### config.mk
export PLATFORM = sky130hd
export DESIGN_NAME = pc_fetch_unit
export DESIGN_NICKNAME = d
export VERILOG_FILES = /design/src/rtl/pc_fetch_unit.sv
export SDC_FILE = /design/constraint.sdc
export NUM_CORES = 1
export LEC_CHECK = 0
export ABC_AREA = 1
export CAP_MARGIN = 20
export CELL_PAD_IN_SITES_DETAIL_PLACEMENT = 0
export CELL_PAD_IN_SITES_GLOBAL_PLACEMENT = 1
export CORE_AREA = 10 10 153 184
export DETAILED_ROUTE_END_ITERATION = 10
export DIE_AREA = 0 0 163 194
export PLACE_DENSITY_LB_ADDON = 0.1
export SLEW_MARGIN = 20
export SYNTH_ARGS = -nofsm -noshare
export SYNTH_HDL_FRONTEND = slang
export SYNTH_SLANG_ARGS = --single-unit
### constraint.sdc
create_clock -name clk_i -period 3.59 [get_ports clk_i]
set_input_delay 0.718 -clock clk_i [delete_from_list [all_inputs] [get_ports clk_i]]
set_output_delay 0.718 -clock clk_i [all_outputs]
set_load 0.05 [all_outputs]
### src/rtl/pc_fetch_unit.sv
// rtl/pc_fetch_unit.sv - program counter and fetch control with NOP-run and address-range halt
module pc_fetch_unit #(
    parameter logic [31:0] RESET_PC  = 32'h0000_0000,
    parameter int          HALT_NOPS = 2,
    parameter logic [31:0] PC_LIMIT  = 32'h0000_00FC
) (
    input  logic        clk_i,
    input  logic        reset_i,
    input  logic        stall_i,
    input  logic        branch_taken_i,
    input  logic [31:0] branch_offset_i,
    input  logic        jump_i,
    input  logic [25:0] jump_index_i,
    input  logic [31:0] instruction_i,
    output logic [31:0] pc_o,
    output logic [31:0] pc_plus4_o,
    output logic        halted_o,
    output logic [1:0]  halt_cause_o,
    output logic [31:0] retired_count_o
);

    typedef enum logic {
        RUN,
        HALTED
    } state_e;

    localparam logic [3:0] NOP_LAST    = 4'(HALT_NOPS - 1);
    localparam logic [1:0] CAUSE_NONE  = 2'b00;
    localparam logic [1:0] CAUSE_NOP   = 2'b01;
    localparam logic [1:0] CAUSE_RANGE = 2'b10;

    state_e      state_q, state_d;
    logic [31:0] pc_q, pc_d;
    logic [31:0] retired_q, retired_d;
    logic [3:0]  nop_cnt_q, nop_cnt_d;
    logic [1:0]  cause_q, cause_d;

    logic [31:0] pc_plus4;
    logic [31:0] branch_target;
    logic [31:0] jump_target;
    logic [31:0] next_target;
    logic [31:0] retired_inc;
    logic        is_nop;
    logic        nop_halt;
    logic        range_halt;

    assign pc_plus4      = pc_q + 32'd4;
    assign branch_target = pc_plus4 + (branch_offset_i << 2);
    assign jump_target   = {pc_plus4[31:28], jump_index_i, 2'b00};

    always_comb begin
        next_target = pc_plus4;
        if (jump_i) begin
            next_target = jump_target;
        end else if (branch_taken_i) begin
            next_target = branch_target;
        end
    end

    assign is_nop      = (instruction_i == 32'h0000_0000);
    assign nop_halt    = is_nop && (nop_cnt_q == NOP_LAST);
    assign range_halt  = (next_target > PC_LIMIT);
    assign retired_inc = (retired_q == 32'hFFFF_FFFF) ? retired_q : retired_q + 32'd1;

    // NOP halt is checked first so it wins over a simultaneous range halt
    always_comb begin
        state_d   = state_q;
        pc_d      = pc_q;
        retired_d = retired_q;
        nop_cnt_d = nop_cnt_q;
        cause_d   = cause_q;
        if ((state_q == RUN) && !stall_i) begin
            nop_cnt_d = is_nop ? nop_cnt_q + 4'd1 : 4'd0;
            if (nop_halt) begin
                state_d = HALTED;
                cause_d = CAUSE_NOP;
            end else if (range_halt) begin
                state_d   = HALTED;
                cause_d   = CAUSE_RANGE;
                retired_d = retired_inc;
            end else begin
                pc_d      = next_target;
                retired_d = retired_inc;
            end
        end
    end

    always_ff @(posedge clk_i) begin
        if (reset_i) begin
            state_q   <= RUN;
            pc_q      <= RESET_PC;
            retired_q <= 32'd0;
            nop_cnt_q <= 4'd0;
            cause_q   <= CAUSE_NONE;
        end else begin
            state_q   <= state_d;
            pc_q      <= pc_d;
            retired_q <= retired_d;
            nop_cnt_q <= nop_cnt_d;
            cause_q   <= cause_d;
        end
    end

    assign pc_o            = pc_q;
    assign pc_plus4_o      = pc_plus4;
    assign halted_o        = (state_q == HALTED);
    assign halt_cause_o    = cause_q;
    assign retired_count_o = retired_q;

endmodule

==> results of run 1 <==
[report_power, final]
part / switching (mW) / internal (mW)
Sequential: 0.00514 / 0.785
Clock: 0.338 / 0.628
Combinational: 0.253 / 0.247
Total: 0.596 / 1.66
[how the worst max path moves through the flow]
| stage | startpoint | end | depth (start not counted) |
|---|---|---|---|
| after global routing | pc_o[3]$_SDFFE_PP0P_ | pc_o[2]$_SDFFE_PP0P_ | 29 |
| after global placement | pc_o[5]$_SDFFE_PP0P_ | halt_cause_o[0]$_SDFFE_PP0P_ | 23 |
| after detailed placement | pc_o[5]$_SDFFE_PP0P_ | halt_cause_o[0]$_SDFFE_PP0P_ | 23 |
| final | pc_o[3]$_SDFFE_PP0P_ | pc_o[0]$_SDFFE_PP0P_ | 28 |
| after CTS | pc_o[2]$_SDFFE_PP0P_ | pc_o[1]$_SDFFE_PP0P_ | 28 |
| after floorplan | pc_o[5]$_SDFFE_PP0P_ | pc_o[0]$_SDFFE_PP0P_ | 26 |
[layout make-up]
cell class	instances	area [um2]
flip-flops and latches	71	1480
fillers	2582	11800
multi-input cells	990	5710
clock buffers	11	243
well taps	325	407
clock inverters	5	82.6
repair buffers	419	3770
inverters	233	893
[cell usage after synthesis, types with 5 or more instances]
cell type	n	area, um2
nand3_1	110	551
a21oi_1	61	305
o21ai_0	23	115
inv_2	6	22.5
xor2_1	11	96.3
ha_1	34	425
inv_1	223	837
a21oi_2	21	184
nand2_1	452	1700
or2_2	6	37.5
nor4_1	11	68.8
nor2_1	141	529
buf_6	5	56.3
nand3b_1	5	37.5
nor3_1	31	155
nand4_1	28	175
dfxtp_1	71	1420
nor2_2	13	81.3
clkbuf_1	12	45.0
[worst reg2reg max path: cells and delay by family, from the launching register on]
kind                       cells  cell delay, ns
xor gates and xnor gates       1            0.14
buffers and inverters          9            1.01
and+or+nand+nor               14            1.37
adders and majority gates      2            0.42
AOI/OAI and AO/OA              2            0.21
DFF                            1            0.37
[stage by stage]
step           util, %  hold slack (ns)  power, mW
2_1_floorplan        -            0.495       1.01
3_3_place_gp      45.4            0.434       1.25
3_5_place_dp      45.4            0.438       1.25
4_1_cts           49.7            0.447       2.26
5_1_grt           51.5            0.487       2.36
6_report          51.5            0.444       2.26
[cells by family after synthesis]
family | after synthesis
AND/OR/NAND/NOR | 816
buffers and inverters | 257
AO/OA/AOI/OAI | 127
flip-flops | 71
adder cells (fa/ha/maj) | 35
XOR/XNOR | 12
[cells in the final DEF, fill, tap and decap left out, types with 14 or more instances in the layout]
cell type,count
nand2_1,398
buf_4,215
inv_1,210
clkdlybuf4s50_1,190
nor2_1,107
nand3_1,101
a21oi_1,50
dfxtp_1,47
nand2_2,45
a21oi_2,29
nand4_1,28
nor2_2,28
nor3_1,24
ha_4,24
nor2_4,21
o21ai_0,18
inv_2,15
nand2_4,14
[timing repair]
action	CTS	global route
pin swaps	43	47
endpoints found under the setup margin	35	35
buffers inserted	19	10
hold buffers	0	0
resized for setup	108	99
cloned	2	2
[layer usage]
layer | vias to the layer above | track usage [%] | part of all wire, %
met5 | - | 0 | 0
met4 | 0 | 4.50 | 1.8
met3 | 33 | 3.74 | 4.9
met2 | 178 | 38.8 | 55
met1 | 4349 | 20.8 | 38
li1 | 4952 | - | -
[flip-flops by register name, indices dropped and copies added, names as in the netlist]
| signal | count |
|---|---|
| pc_o | 32 |
| retired_count_o | 32 |
| nop_cnt_q | 4 |
| halt_cause_o | 2 |
| halted_o | 1 |
==> flow_summary_export.csv, run 1 <==
group,metric,value,unit
run_status,status,"finished with violations",
run_status,violations,"setup timing",
setup_path,arrival,3.85,ns
setup_path,r2r_slack,-0.03,ns
logic_synthesis,async_flop_share,0,%
grt,grtUsageTotal,19.8,%
timing,fin_worst_skew,0.00724,ns
floorplanning,start_util,29.7,%
timing,hold_viol,0,
logic_synthesis,ys.flop_type,"dfxtp_1",
setup_path,crit-reg2reg-capture,"pc_o[0]$_SDFFE_PP0P_",
clocking,clk_latency,0.33,ns
final_layout,syn_to_final_growth,73.7,%
timing,finalCritPeriodShare,101,%
final_layout,drive_gt1_share,28.6,%
timing,setup_violations,19,
logic_synthesis,synth-compound-area-share,10.6,%
clocking,path_clk_slew,0.06,ns
route,dr.pass1.iters,5,
logic_synthesis,muxShareOfSynthArea,0,%
logic_synthesis,synth_top_family_by_area,"simple AND/OR/NAND/NOR gates",
logic_synthesis,ys_seq_area_share,19.6,%
final_layout,finalNonFillerCells,2054,
setup_path,slowest_delay,0.37,ns
logic_synthesis,ys_ff_latch,71,
power_and_ir_drop,p_leak,5.81,nW
run,maxCapViolations,0,
clocking,clock_path_buffers,2,
setup_path,worstSetupPathType,"register to register",
clocking,htree_levels,3,
setup_path,reg2reg_depth,28,
clocking,cts_root_buf,"clkbuf_16",
grt,grt_pass1_wl,49900,um
floorplanning,die-width,163,um
final_layout,nets,1854,
timing,max_freq,277,MHz
floorplanning,core,24400,um2
floorplanning,std_cell_rows,63,
logic_synthesis,yosys.area_share.simple,48.2,%
placed_design,hpwl,26700,um
route,vias_per_cell,4.63,
logic_synthesis,synth_cells,1318,
power_and_ir_drop,power-per-cell-area,179,nW/um2
logic_synthesis,ys_types,46,
grt,antenna_found_initial,0,
grt,grt_max_degree,22,
placed_design,dp_slack,-0.276,ns
grt,grt-ovfl-total,0,
floorplanning,io-pin-count,194,
placed_design,place.gp.congestion,0.898,
placed_design,portBuffers,191,
grt,grt_pass1_vias,9547,
setup_path,slowest_stage,"dfxtp_4",
logic_synthesis,synthAdderAreaFrac,6.15,%
setup_path,crit_buf_inv,9,
clocking,cts_inserted_buffers,9,
setup_path,crit_top_cell,"nand2_1",
worst_hold_path,holdCritStartpoint,"halt_cause_o[1]$_SDFFE_PP0P_",
timing,fin_crit,3.62,ns
route,wl,32400,um
floorplanning,die_h,194,um
final_layout,diodes,0,
setup_path,timing.rr.start,"pc_o[3]$_SDFFE_PP0P_",
worst_hold_path,hold_class,"register to register",
setup_path,critPathLaunchType,"register",
final_layout,stdcell_area,12600,um2
clocking,cts_tree,"built",
logic_synthesis,syn_nets,1448,
logic_synthesis,synth_edf_count,0,
setup_path,cpLargestDelayFamily,"simple AND/OR/NAND/NOR gates",
route,num_vias,9512,
logic_synthesis,yosys_warnings,0,
timing,tns,-0.177,ns
clocking,cts_sinks,71,
logic_synthesis,avgSynthCellArea,5.50,um2
timing,tightest_slew,0.777,ns
setup_path,cp.required,3.82,ns
timing,maxSlewHeadroom,47.7,%
timing,maxSlewViolCount,0,
setup_path,cp_max_fo,4,
logic_synthesis,syn-cell-area,7250,um2
worst_hold_path,min_to,"halt_cause_o[1]$_SDFFE_PP0P_",
placed_design,post_dp_cell_area,11100,um2
worst_hold_path,hold_depth,2,
setup_path,end_kind,"register",
route,drt-initial-drc-count,394,
placed_design,place_inst,2007,
route,drc_errors,0,
route,drtAntennaViolNets,0,
floorplanning,die-area,31600,um2
timing,rsz0062_at_grt,"yes",
route,wire_per_inst,15.8,um
timing,setup_slack,-0.0253,ns
logic_synthesis,synth_xor_area_share,1.45,%
power_and_ir_drop,ir_drop,0.000287,V
Note: power is estimated with default switching activity, not from simulation.
==> run 2: changes to the inputs <==
--- a/config.mk
+++ b/config.mk
@@ -9,9 +9,10 @@
 export CAP_MARGIN = 20
 export CELL_PAD_IN_SITES_DETAIL_PLACEMENT = 0
 export CELL_PAD_IN_SITES_GLOBAL_PLACEMENT = 1
-export CORE_AREA = 10 10 153 184
+export CORE_AREA = 10 10 147 176
+export CTS_CLUSTER_DIAMETER = 60
 export DETAILED_ROUTE_END_ITERATION = 10
-export DIE_AREA = 0 0 163 194
+export DIE_AREA = 0 0 157 186
 export PLACE_DENSITY_LB_ADDON = 0.1
 export SLEW_MARGIN = 20
 export SYNTH_ARGS = -nofsm -noshare
==> constraint.sdc (replaced) <==
create_clock -name clk_i -period 3.4 [get_ports clk_i]
set_input_delay 0.68 -clock clk_i [delete_from_list [all_inputs] [get_ports clk_i]]
set_output_delay 0.68 -clock clk_i [all_outputs]
set_load 0.05 [all_outputs]
==> flow_summary_export.csv, run 2 (synthesis results as in run 1) <==
group,metric,value,unit
setup_path,critPathLaunchType,"register",
timing,maxSlewHeadroom,51.7,%
route,wire_per_inst,15.1,um
floorplanning,io-pin-count,194,
clocking,cts_root_buf,"clkbuf_16",
placed_design,dp_slack,-0.446,ns
timing,maxSlewViolCount,0,
setup_path,worstSetupPathType,"register to register",
grt,grt_max_degree,33,
run_status,violations,"setup timing",
floorplanning,die-width,157,um
setup_path,cp_max_fo,5,
timing,setup_slack,-0.265,ns
setup_path,arrival,3.89,ns
run,maxCapViolations,0,
run_status,status,"finished with violations",
power_and_ir_drop,ir_drop,0.000265,V
power_and_ir_drop,p_leak,5.94,nW
final_layout,diodes,0,
setup_path,end_kind,"register",
clocking,cts_sinks,71,
setup_path,r2r_slack,-0.26,ns
setup_path,timing.rr.start,"pc_o[2]$_SDFFE_PP0P_",
worst_hold_path,hold_class,"register to register",
final_layout,drive_gt1_share,28.8,%
floorplanning,die_h,186,um
setup_path,cp.required,3.62,ns
clocking,clock_path_buffers,2,
floorplanning,start_util,32.5,%
timing,fin_crit,3.66,ns
route,wl,30800,um
floorplanning,core,22300,um2
grt,grtUsageTotal,20.4,%
final_layout,final_core_util,56.1,%
grt,grt_pass1_vias,9446,
placed_design,hpwl,26200,um
placed_design,place.gp.congestion,0.908,
route,vias_per_cell,4.68,
setup_path,crit_start,"pc_o[2]$_SDFFE_PP0P_",
timing,rsz0062_at_grt,"yes",
final_layout,finalNonFillerCells,2032,
route,dr.pass1.iters,5,
route,drc_errors,0,
power_and_ir_drop,power-per-cell-area,186,nW/um2
timing,tightest_slew,0.718,ns
final_layout,layout_commonest_cell,"nand2_1",
timing,fin_worst_skew,0.00699,ns
route,num_vias,9506,
timing,hold_viol,0,
clocking,path_clk_slew,0.06,ns
timing,finalCritPeriodShare,108,%
final_layout,syn_to_final_growth,72.4,%
route,drt-initial-drc-count,365,
clocking,clk_latency,0.33,ns
route,drtAntennaViolNets,0,
grt,grt-ovfl-total,0,
grt,antenna_found_initial,0,
placed_design,portBuffers,191,
floorplanning,std_cell_rows,60,
worst_hold_path,holdCritStartpoint,"halt_cause_o[1]$_SDFFE_PP0P_",
timing,setup_violations,35,
final_layout,nets,1878,
floorplanning,die-area,29200,um2
placed_design,place_inst,1995,
clocking,cts_tree,"built",
clocking,cts_inserted_buffers,9,
timing,tns,-6.48,ns
clocking,htree_levels,3,
timing,whs,0.458,ns
final_layout,mostFrequentLayoutCells,"407 x nand2_1, 250 x buf_4, 209 x inv_1",
grt,grt_pass1_wl,47100,um
timing,max_freq,273,MHz
run 2: changes by cell type in the layout (fill, tap and decap cells not counted), sizes merged:
cell,previous run,this run
inv,227,230
bufinv,2,1
clkdlybuf4s50,190,180
dlymetal6s2s,0,3
clkinv,7,4
clkinvlp,2,3
buf,227,258
run 2: timing repair:
action | CTS | global route
resized for setup | 103 | 69
hold endpoints to repair | 0 | 0
gates cloned | 0 | 2
hold buffers | 0 | 0
pin swaps | 35 | 32
endpoints found under the setup margin | 35 | 38
buffers inserted | 11 | 8
run 2: where the power goes:
group	internal (mW)	leakage (nW)	switching [mW]
clock	0.619	0.157	0.370
sequential	0.826	0.590	0.00616
combinational	0.254	5.19	0.253
total	1.70	5.94	0.629
run 2: worst paths after layout:
kind / endpoint / depth (start not counted)
max: pc_o[7]$_SDFFE_PP0P_ / 27
min: halt_cause_o[1]$_SDFFE_PP0P_ / 2
max reg2reg: pc_o[7]$_SDFFE_PP0P_ / 27
min reg2reg: halt_cause_o[1]$_SDFFE_PP0P_ / 2
run 2: layout make-up:
class	count	area (um2)
Fill cell	2288	9800
Multi-Input combinational cell	990	5570
Timing Repair Buffer	443	3890
Sequential cell	71	1490
Inverter	233	895
Tap cell	279	349
Clock buffer	11	254
Clock inverter	5	60.1
run 2: critical path, stage by stage, from the launching register on:
cell and delay [ns]:
dfxtp_4 0.36, buf_8 0.11, inv_8 0.03, nor2_4 0.13
nand2_2 0.09, nor2_4 0.14, nand2_4 0.08, nor2_4 0.13
nand2_2 0.07, nand2_4 0.10, clkinvlp_4 0.10, ha_4 0.32
nand2_4 0.07, nor2_4 0.12, inv_2 0.06, nor2_4 0.11
nand4_1 0.20, nand4_1 0.15, nand3_1 0.09, nand2_1 0.07
nand2_1 0.05, nor2_1 0.09, nand2_1 0.09, nor2_4 0.16
nand3_4 0.19, clkbuf_16 0.21, nor2_1 0.13, nor2_1 0.07
run 2: layer usage:
metal | GRT usage, % | share of wire (%) | vias to the layer above
li1 | - | - | 5007
met1 | 21.5 | 39 | 4272
met2 | 39.2 | 53 | 181
met3 | 3.51 | 4.7 | 46
met4 | 7.86 | 3.2 | 0
met5 | 0 | 0 | -
run 2: stage by stage:
| stage | total power [mW] | area, um2 |
|---|---|---|
| detailed placement | 1.31 | 11300 |
| CTS | 2.34 | 12100 |
| global route | 2.43 | 12500 |
| floorplan | 1.07 | 7420 |
| global placement | 1.31 | 11300 |
| finish | 2.33 | 12500 |
==> run 3: changes to the inputs <==
--- a/config.mk
+++ b/config.mk
@@ -5,15 +5,15 @@
 export SDC_FILE = /design/constraint.sdc
 export NUM_CORES = 1
 export LEC_CHECK = 0
-export ABC_AREA = 1
 export CAP_MARGIN = 20
 export CELL_PAD_IN_SITES_DETAIL_PLACEMENT = 0
 export CELL_PAD_IN_SITES_GLOBAL_PLACEMENT = 1
-export CORE_AREA = 10 10 147 176
+export CORE_AREA = 10 10 132 158
 export CTS_CLUSTER_DIAMETER = 60
 export DETAILED_ROUTE_END_ITERATION = 10
-export DIE_AREA = 0 0 157 186
+export DIE_AREA = 0 0 142 168
 export PLACE_DENSITY_LB_ADDON = 0.1
+export SETUP_SLACK_MARGIN = 0.2
 export SLEW_MARGIN = 20
 export SYNTH_ARGS = -nofsm -noshare
 export SYNTH_HDL_FRONTEND = slang
==> flow_summary_export.csv, run 3 <==
group,metric,value,unit
run_status,status,"finished with violations",
run_status,violations,"setup timing",
timing,setup_violations,35,
logic_synthesis,synth_top_family_by_area,"simple AND/OR/NAND/NOR gates",
route,vias_per_cell,5.23,
clocking,cts_inserted_buffers,9,
setup_path,critPathLaunchType,"register",
placed_design,dp_slack,-1.24,ns
clocking,htree_levels,3,
setup_path,cp_max_fo,6,
final_layout,mostFrequentLayoutCells,"289 x buf_4, 168 x clkdlybuf4s50_1, 57 x nor2_1",
final_layout,syn_to_final_growth,110,%
timing,hold_viol,0,
grt,grtUsageTotal,23.0,%
power_and_ir_drop,ir_drop,0.000359,V
final_layout,drive_gt1_share,45.9,%
logic_synthesis,ys_seq_area_share,24.6,%
final_layout,layout_commonest_cell,"buf_4",
setup_path,arrival,4.50,ns
floorplanning,core,17800,um2
route,wl,28900,um
timing,fin_crit,4.30,ns
final_layout,diodes,0,
logic_synthesis,ys_ff_latch,71,
logic_synthesis,syn-cell-area,5770,um2
route,drt-initial-drc-count,276,
setup_path,crit-reg2reg-capture,"pc_o[2]$_SDFFE_PP0P_",
floorplanning,io-pin-count,194,
floorplanning,die-area,23900,um2
placed_design,place.gp.congestion,0.903,
logic_synthesis,synth_edf_count,0,
clocking,ctsHoldBuffers,0,
timing,finalCritPeriodShare,126,%
setup_path,crit_end,"pc_o[2]$_SDFFE_PP0P_",
setup_path,reg2reg_depth,18,
power_and_ir_drop,power-per-cell-area,193,nW/um2
placed_design,hpwl,23000,um
run,maxCapViolations,0,
logic_synthesis,synth_xor_area_share,11.4,%
final_layout,nets,1353,
logic_synthesis,ys_types,72,
route,num_vias,7588,
floorplanning,die-width,142,um
power_and_ir_drop,p_leak,4.92,nW
final_layout,fill_cells,1439,
clocking,clock_path_buffers,2,
timing,max_freq,233,MHz
logic_synthesis,synth.most_common_cell,"dfxtp_1",
grt,grt_pass1_wl,44300,um
logic_synthesis,yosys_warnings,0,
logic_synthesis,synthTopCellsByArea,"dfxtp_1 25%, ha_1 7.4%, xor2_1 6.2%",
logic_synthesis,async_flop_share,0,%
clocking,clk_latency,0.32,ns
logic_synthesis,syn_nets,869,
timing,maxSlewViolCount,0,
logic_synthesis,synth_commonest_cells,"71 x dfxtp_1, 64 x nor2_1, 62 x nand2_1",
placed_design,place_inst,1378,
setup_path,end_kind,"register",
setup_path,crit_start,"pc_o[7]$_SDFFE_PP0P_",
logic_synthesis,yosys.area_share.simple,30.7,%
route,drtAntennaViolNets,0,
timing,tightest_slew,0.746,ns
clocking,cts_tree,"built",
setup_path,worstSetupPathType,"register to register",
floorplanning,std_cell_rows,54,
logic_synthesis,ys.flop_type,"dfxtp_1",
clocking,cts_sinks,71,
setup_path,timing.rr.start,"pc_o[7]$_SDFFE_PP0P_",
logic_synthesis,yosys.area.top_type_share,24.6,%
placed_design,portBuffers,191,
logic_synthesis,muxShareOfSynthArea,1.30,%
setup_path,cp.required,3.61,ns
grt,antenna_found_initial,0,
logic_synthesis,yosys.area.top_type,"dfxtp_1",
timing,rsz0062_at_grt,"yes",
power_and_ir_drop,p_total,2.34,mW
timing,setup_slack,-0.896,ns
final_layout,multiInputGateArea,5580,um2
route,dr.pass1.iters,5,
route,drc_errors,0,
logic_synthesis,synth_cells,739,
clocking,path_clk_slew,0.05,ns
grt,grt_pass1_vias,8143,
grt,grt-ovfl-total,0,
setup_path,r2r_slack,-0.90,ns
floorplanning,die_h,168,um
route,wire_per_inst,19.9,um
final_layout,regArea,1500,um2
logic_synthesis,synth-compound-area-share,20.6,%
timing,fin_worst_skew,0.00537,ns
clocking,cts_root_buf,"clkbuf_16",
grt,grt_max_degree,28,
floorplanning,start_util,32.4,%
timing,maxSlewHeadroom,50.1,%
worst_hold_path,hold_class,"register to register",
logic_synthesis,synthAdderAreaFrac,7.72,%
final_layout,finalNonFillerCells,1452,
timing,whs,0.484,ns
logic_synthesis,avgSynthCellArea,7.81,um2
## run 3: metal layers
| metal | track usage, % | wire, um |
|---|---|---|
| met4 | 7.34 | 748 |
| met1 | 24.6 | 11200 |
| met5 | 0 | 0 |
| met3 | 3.74 | 1060 |
| met2 | 44.0 | 15900 |
## run 3: worst min path at each step
stage | cells past startpoint | endpoint | from | slack (ns)
final | 2 | pc_o[1]$_SDFFE_PP0P_ | pc_o[1]$_SDFFE_PP0P_ | 0.48
after global routing | 2 | pc_o[0]$_SDFFE_PP0P_ | pc_o[0]$_SDFFE_PP0P_ | 0.50
after floorplan | 2 | nop_cnt_q[3]$_SDFFE_PP0P_ | nop_cnt_q[3]$_SDFFE_PP0P_ | 0.48
after CTS | 2 | pc_o[1]$_SDFFE_PP0P_ | pc_o[1]$_SDFFE_PP0P_ | 0.49
after detailed placement | 2 | pc_o[1]$_SDFFE_PP0P_ | pc_o[1]$_SDFFE_PP0P_ | 0.47
after global placement | 2 | halt_cause_o[0]$_SDFFE_PP0P_ | halt_cause_o[0]$_SDFFE_PP0P_ | 0.46
## run 3: area by class of cell
cell class              instances  share of cell area, %
multi-input cells             622                   46.1
repair buffers                502                   36.2
flip-flops and latches         71                   12.4
well taps                     224                   2.31
clock buffers                  13                   2.23
inverters                      17                  0.527
clock inverters                 3                  0.330
## run 3: kinds of logic (layout without fill, tap and decap cells)
kind of cell | count (synthesis) | in the layout
AO/OA/AOI/OAI | 176 | 177
XOR/XNOR | 75 | 75
adder cells (fa/ha/maj) | 35 | 35
buffers and inverters | 47 | 535
flip-flops | 71 | 71
multiplexers | 7 | 7
AND/OR/NAND/NOR | 328 | 328
## run 3: worst max-delay path, cell delays in order (launching register included)
cell       delay, ns
dfxtp_4         0.35
nand4_1         0.11
buf_6           0.15
buf_6           0.10
or4_4           0.54
xnor2_4         0.19
ha_4            0.25
a21oi_2         0.15
o21a_2          0.24
buf_6           0.12
o22ai_4         0.06
a221o_1         0.35
a221o_1         0.30
a2111oi_4       0.19
o2111a_2        0.31
and3_4          0.24
buf_6           0.13
o211ai_1        0.10
a221oi_2        0.29
## run 3: through the flow
step	cell area, um2	setup TNS, ns	utilization (%)
CTS	11500	-24.83	64.5
floorplan	6210	-35.64	-
finish	12100	-27.78	67.9
global placement	10100	-40.17	56.8
global route	12100	-31.59	67.9
detailed placement	10100	-40.46	56.8
## run 3: power by group
part | internal (mW) | switching, mW | total, mW
clock | 0.625 | 0.321 | 0.946
sequential | 0.825 | 0.00713 | 0.832
combinational | 0.298 | 0.261 | 0.559
total | 1.75 | 0.589 | 2.34
## run 3: timing repair
item | 4_1_cts | 5_1_grt
gates resized for setup | 165 | 73
hold endpoints to repair | 0 | 0
endpoints found under the setup margin | 44 | 38
pin swaps | 89 | 57
setup buffers | 30 | 26
gates cloned | 1 | 1
